## src/rtl/meter_pkg.sv

```systemverilog
// Shared sizing helpers for the parking meter: display range, register widths, BCD digit width.
package meter_pkg;

    localparam int BCD_W = 4;

    function automatic int pow10(input int n);
        int r;
        r = 1;
        for (int i = 0; i < n; i++) r = r * 10;
        return r;
    endfunction

    // Largest count the display can show, e.g. 9999 for four digits.
    function automatic int max_count(input int digits);
        return pow10(digits) - 1;
    endfunction

    // Bits needed to hold values 0..v-1; never less than one.
    function automatic int clog2(input int v);
        int r;
        r = 0;
        for (int x = v - 1; x > 0; x = x >> 1) r++;
        return (r < 1) ? 1 : r;
    endfunction

endpackage

```

## src/rtl/bin_to_bcd.sv

```systemverilog
// Combinational double-dabble binary to BCD converter, DIGITS digits, digit 0 in the low nibble.
// Zero latency; no handshake.
module bin_to_bcd
    import meter_pkg::*;
#(
    parameter int DIGITS = 4,
    parameter int BIN_W  = clog2(max_count(DIGITS) + 1)
)(
    input  logic [BIN_W-1:0]          bin_i,
    output logic [BCD_W*DIGITS-1:0]   bcd_o
);

    localparam int SW = BIN_W + BCD_W * DIGITS;

    logic [SW-1:0] sh;

    always_comb begin
        sh = '0;
        sh[BIN_W-1:0] = bin_i;
        for (int b = 0; b < BIN_W; b++) begin
            // Pre-correct any digit >= 5 so the following shift carries into the next digit.
            for (int d = 0; d < DIGITS; d++) begin
                if (sh[BIN_W + BCD_W*d +: BCD_W] >= 4'd5)
                    sh[BIN_W + BCD_W*d +: BCD_W] = sh[BIN_W + BCD_W*d +: BCD_W] + 4'd3;
            end
            sh = sh << 1;
        end
    end

    assign bcd_o = sh[BIN_W +: BCD_W*DIGITS];

endmodule

```

## src/rtl/parking_meter_timer.sv

```systemverilog
// Parking meter countdown: coin adds and presets load a saturating seconds count, decremented each prescaler tick.
// Status and BCD display are registered one cycle behind the count; no backpressure, inputs are single-cycle pulses/levels.
module parking_meter_timer
    import meter_pkg::*;
#(
    parameter int DIGITS     = 4,
    parameter int TICK_DIV   = 100000000,
    parameter int ADD0       = 30,
    parameter int ADD1       = 120,
    parameter int ADD2       = 180,
    parameter int ADD3       = 300,
    parameter int PRESET_A   = 15,
    parameter int PRESET_B   = 185,
    parameter int LOW_THRESH = 200
)(
    input  logic                      clk,
    input  logic                      rst_n,
    input  logic [3:0]                add_req,
    input  logic                      preset_a,
    input  logic                      preset_b,
    output logic [BCD_W*DIGITS-1:0]   bcd_out,
    output logic                      expired,
    output logic                      low_time,
    output logic                      disp_en,
    output logic                      tick
);

    localparam int MAX = max_count(DIGITS);
    localparam int CW  = clog2(MAX + 1);
    localparam int PW  = clog2(TICK_DIV);

    localparam logic [CW-1:0] MAX_C   = CW'(MAX);
    localparam logic [CW-1:0] PRE_A_C = CW'((PRESET_A > MAX) ? MAX : PRESET_A);
    localparam logic [CW-1:0] PRE_B_C = CW'((PRESET_B > MAX) ? MAX : PRESET_B);
    localparam logic [PW-1:0] PS_LAST = PW'(TICK_DIV - 1);
    localparam logic [PW-1:0] PS_HALF = PW'(TICK_DIV / 2);

    logic [CW-1:0]             cnt_q, cnt_d;
    logic [PW-1:0]             presc_q, presc_d;
    logic                      phase_q, phase_d;
    logic [BCD_W*DIGITS-1:0]   bcd_q;
    logic                      expired_q, low_q;

    logic                      preset_any;
    logic                      tick_run;
    logic [31:0]               sum_w;
    logic [CW-1:0]             s_c;
    logic [BCD_W*DIGITS-1:0]   bcd_c;
    logic                      is_low;

    assign tick       = (presc_q == PS_LAST);
    assign preset_any = preset_a | preset_b;
    assign tick_run   = tick & ~preset_any;
    assign is_low     = (cnt_q != '0) && (32'(cnt_q) < LOW_THRESH);

    // All add bits in one cycle are summed before saturating, so a simultaneous burst can never wrap.
    always_comb begin
        sum_w = 32'(cnt_q);
        if (add_req[0]) sum_w = sum_w + 32'(ADD0);
        if (add_req[1]) sum_w = sum_w + 32'(ADD1);
        if (add_req[2]) sum_w = sum_w + 32'(ADD2);
        if (add_req[3]) sum_w = sum_w + 32'(ADD3);
        s_c = (sum_w > 32'(MAX)) ? MAX_C : sum_w[CW-1:0];
    end

    always_comb begin
        cnt_d   = cnt_q;
        presc_d = presc_q;
        phase_d = phase_q;
        if (preset_a) begin
            cnt_d   = PRE_A_C;
            presc_d = '0;
        end else if (preset_b) begin
            cnt_d   = PRE_B_C;
            presc_d = '0;
        end else begin
            presc_d = tick ? '0 : presc_q + PW'(1);
            cnt_d   = (tick && (s_c != '0)) ? s_c - CW'(1) : s_c;
        end
        // Held at 1 while time remains, so the blink always starts lit on entering expiry.
        if (cnt_q != '0)
            phase_d = 1'b1;
        else if (tick_run)
            phase_d = ~phase_q;
    end

    bin_to_bcd #(
        .DIGITS (DIGITS),
        .BIN_W  (CW)
    ) u_bin_to_bcd (
        .bin_i  (cnt_q),
        .bcd_o  (bcd_c)
    );

    always_ff @(posedge clk or negedge rst_n) begin
        if (!rst_n) begin
            cnt_q     <= '0;
            presc_q   <= '0;
            phase_q   <= 1'b1;
            bcd_q     <= '0;
            expired_q <= 1'b1;
            low_q     <= 1'b0;
        end else begin
            cnt_q     <= cnt_d;
            presc_q   <= presc_d;
            phase_q   <= phase_d;
            bcd_q     <= bcd_c;
            expired_q <= (cnt_q == '0);
            low_q     <= is_low;
        end
    end

    always_comb begin
        disp_en = 1'b1;
        if (cnt_q == '0)
            disp_en = phase_q;
        else if (is_low)
            disp_en = (presc_q < PS_HALF);
    end

    assign bcd_out  = bcd_q;
    assign expired  = expired_q;
    assign low_time = low_q;

endmodule
```

## config.mk

```make
export PLATFORM = sky130hd
export DESIGN_NAME = parking_meter_timer
export DESIGN_NICKNAME = d
export VERILOG_FILES = /design/src/rtl/meter_pkg.sv /design/src/rtl/bin_to_bcd.sv /design/src/rtl/parking_meter_timer.sv
export SDC_FILE = /design/constraint.sdc
export NUM_CORES = 1
export LEC_CHECK = 0
export CELL_PAD_IN_SITES_DETAIL_PLACEMENT = 1
export CELL_PAD_IN_SITES_GLOBAL_PLACEMENT = 1
export CORE_UTILIZATION = 51
export DETAILED_ROUTE_END_ITERATION = 8
export GPL_TIMING_DRIVEN = 0
export PLACE_DENSITY = 0.85
export SYNTH_ARGS = -nofsm -noshare
export SYNTH_HDL_FRONTEND = slang
export SYNTH_SLANG_ARGS = --single-unit
```

## constraint.sdc

```tcl
create_clock -name clk -period 20.2 [get_ports clk]
set_clock_uncertainty 0.05 [all_clocks]
set_input_delay 4.04 -clock clk [delete_from_list [all_inputs] [get_ports clk]]
set_output_delay 4.04 -clock clk [all_outputs]
set_load 0.005 [all_outputs]
```

==> impl_metrics.json <==
{
  "vias": 7528,
  "clockRootBuffer": "clkbuf_16",
  "clk_latency_ns": 0.34,
  "rsz0062_at_grt": "false",
  "cts-buffers-inserted": 9,
  "clockBufferDepth": 2,
  "grt_max_degree": 33,
  "htree_levels": 3,
  "pwr_density_cell_mw_per_mm2": 108.5,
  "first_global_vias": 7564,
  "drive_above_1_share_pct": 9.823,
  "finalHoldViolCount": 0,
  "synth-main-ff-cell": "dfrtp_1",
  "worstPathRequired_ns": 20.37,
  "status": "complete, no violations",
  "cp_num_buf_inv": 5,
  "startpoint_type": "primary input",
  "hold_start": "presc_q[0]",
  "reg2reg_from": "cnt_q[12]",
  "core-area_sq_mm": 0.01453,
  "critical_path.max_stage_delay_ns": 0.58,
  "avgSynthCellArea_sq_um": 7.764,
  "worst_hold_path.endpoint": "presc_q[0]",
  "slew_headroom_pct": 46.69,
  "start_util_pct": 52.08,
  "p_total_mw": 0.9090,
  "tns_ns": 0,
  "path_clk_slew_ns": 0.06,
  "min_path_type": "register to register",
  "worstSetupPathType": "primary input to register",
  "maxCapViolCount": 0,
  "worst-slew-pin-transition_ns": 0.7996,
  "antenna_found_initial": 0,
  "gp_congestion": 0.8946,
  "drt_iter0_markers": 253,
  "timing.rr.end": "bcd_out[7]",
  "die_y_um": 123.8,
  "crit_path_max_fanout": 10,
  "remaining_drc_errors": 0,
  "slowest_stage": "a41oi_1",
  "io_buffers": 26,
  "die_w_um": 123.8,
  "crit_path_frequent_cell": "a21oi_1",
  "timing.final.crit_period_ns": 10.95,
  "postRouteAntennaNets": 0,
  "fin_crit_sh_pct": 54.23,
  "ys_seq_area_share_pct": 19.87,
  "peakVddDrop_uv": 72.60,
  "ys_ff_latch": 60,
  "synth_nets": 1014,
  "routed_via_density": 6.263,
  "whs_path_depth": 1,
  "slew_viol_final": 0,
  "ys_warn_count": 0,
  "finalNetCount": 1052,
  "hpwl_mm": 16.41,
  "firstDrtPassIters": 7,
  "cts_sinks": 60,
  "area_growth_pct": 10.64,
  "finalSetupViolCount": 0,
  "synth_cells": 975,
  "core.rowCount": 44,
  "totalWireLength_mm": 22.03,
  "die-area_sq_mm": 0.01533,
  "cts_setup_buffers": 0,
  "top_level_ports": 28,
  "cts_tree": "yes",
  "cts.repair.resized": 0,
  "track_usage_pct": 29.56,
  "synth-edff-count": 0,
  "synth_cell_types": 107,
  "overflow": 0,
  "n_fill_cell": 1833,
  "crit_arrival_ns": 11.12,
  "n_antenna_cell": 0,
  "syn_area_sq_mm": 0.007570,
  "reg2reg_depth": 50,
  "reg2reg_slack_ns": 9.34,
  "path_delay_family": "simple AND/OR/NAND/NOR gates",
  "cts_hold_buf": 0,
  "timing.fmax_ghz": 0.09129,
  "end_kind": "register",
  "avgRoutedWirePerCell_um": 18.33,
  "leakage_nw": 3.283,
  "grt_pass1_wl_mm": 36.16,
  "synthArstFlopShare_pct": 100.0
}
[cell usage after synthesis (6+ instances only)]
cell	number	area share, %
a31oi_1	17	1.4
xnor2_1	56	6.5
nand3_1	40	2.6
mux2_2	10	1.5
xor2_1	32	3.7
a211oi_1	7	0.69
o21ai_1	11	0.73
o22ai_1	7	0.58
clkbuf_1	30	1.5
a21oi_1	54	3.6
and2_1	11	0.91
nor2b_1	6	0.50
dfrtp_1	58	19
nand2b_1	21	1.7
nand2_1	78	3.9
ha_1	31	5.1
buf_2	6	0.40
mux2i_1	16	2.1
and3_1	19	1.6
o21ai_0	44	2.9
o211ai_1	9	0.89
or3_1	14	1.2
nor3_1	22	1.5
a32oi_1	9	1.0
o21a_1	10	0.99
o21bai_1	9	0.89
a21o_1	16	1.6
inv_1	48	2.4
o31ai_1	7	0.69
nand4_1	20	1.7
nor2_1	105	5.2
[report_power, final]
part           switching, mW  internal, mW  leakage [nW]  total [mW]
sequential           0.00656         0.137         0.784       0.144
clock                 0.0625        0.0961         0.150       0.159
combinational          0.362         0.244          2.35       0.606
[logic make-up (layout without fill, tap and decap cells)]
family	Yosys count	after routing	share of synthesized area, %
fa+ha+maj	31	31	5.124
simple gates	382	382	25.88
buf+inv	96	139	5.157
flops	60	60	19.87
compound gates	282	282	27.52
mux	29	29	4.198
xor+xnor	95	95	12.25
[sequential cells by signal (all words and copies together), names as in the netlist]
| signal | count |
|---|---|
| bcd_out | 16 |
| phase_q | 1 |
| expired | 1 |
| cnt_q | 14 |
| low_time | 1 |
| presc_q | 27 |
[cell type report]
cell class | instances | area (sq um) | share of cell area, %
Clock inverter | 7 | 75.07 | 0.8963
Tap cell | 184 | 230.2 | 2.749
Buffer | 43 | 191.4 | 2.286
Inverter | 53 | 198.9 | 2.375
Multi-Input combinational cell | 819 | 5675 | 67.76
Timing Repair Buffer | 27 | 275.3 | 3.287
Clock buffer | 9 | 225.2 | 2.689
Sequential cell | 60 | 1504 | 17.96
[placed cells by master, fill, tap and decap left out, types with 9 or more instances in the layout]
cell	count
and3_1	19
nand4_1	20
nor2_1	105
mux2i_1	16
inv_1	48
or3_1	14
and2_1	11
nor3_1	22
nand2b_1	21
a21o_1	16
mux2_2	10
o21bai_1	9
xor2_1	32
nand2_1	78
xnor2_1	56
a21oi_1	54
a32oi_1	9
o21ai_1	11
clkdlybuf4s50_1	25
ha_1	31
dfrtp_1	58
clkbuf_1	30
o21ai_0	44
nand3_1	40
clkbuf_16	9
o21a_1	10
a31oi_1	17
o211ai_1	9
[worst register-to-register path: cells and delay by family (launching register included)]
kind	cells	cell delay [ns]
multiplexers	3	0.64
XOR/XNOR	2	0.71
AND/OR/NAND/NOR	12	1.96
buffers and inverters	9	1.35
AO/OA/AOI/OAI	15	3.47
adder cells (fa/ha/maj)	9	2.17
flip-flops	1	0.43
[worst max-delay path by stage]
stage,from,to,slack (ns),cells after the start
floorplan,add_req[0],cnt_q[10],10.96,26
global placement,add_req[0],cnt_q[10],9.21,27
detailed placement,add_req[0],cnt_q[10],9.07,27
CTS,add_req[0],cnt_q[10],9.34,28
global route,add_req[0],cnt_q[10],8.60,26
finish,add_req[0],cnt_q[10],9.25,27
[per-layer routing]
| layer | vias to the layer above | track usage (%) | wire length (um) |
|---|---|---|---|
| met4 | 0 | 8.509 | 421 |
| li1 | 3666 | - | - |
| met2 | 128 | 52.78 | 11040 |
| met1 | 3696 | 37.02 | 9995 |
| met5 | - | 0 | 0 |
| met3 | 38 | 3.663 | 572 |
[through the flow]
| step | util [%] | instance area [sq um] | setup slack [ns] | cells | hold WS [ns] |
|---|---|---|---|---|---|
| after floorplan | - | 7570 | 10.96 | 975 | 0.3660 |
| after global placement | 55.46 | 8060 | 9.210 | 1185 | 0.4265 |
| after detailed placement | 55.56 | 8075 | 9.071 | 1186 | 0.4455 |
| after CTS | 57.63 | 8376 | 9.342 | 1202 | 0.4585 |
| after global routing | 57.63 | 8376 | 8.602 | 1202 | 0.4768 |
| final | 57.63 | 8376 | 9.246 | 1202 | 0.4621 |
No activity file was read; power rests on OpenSTA's default activity.
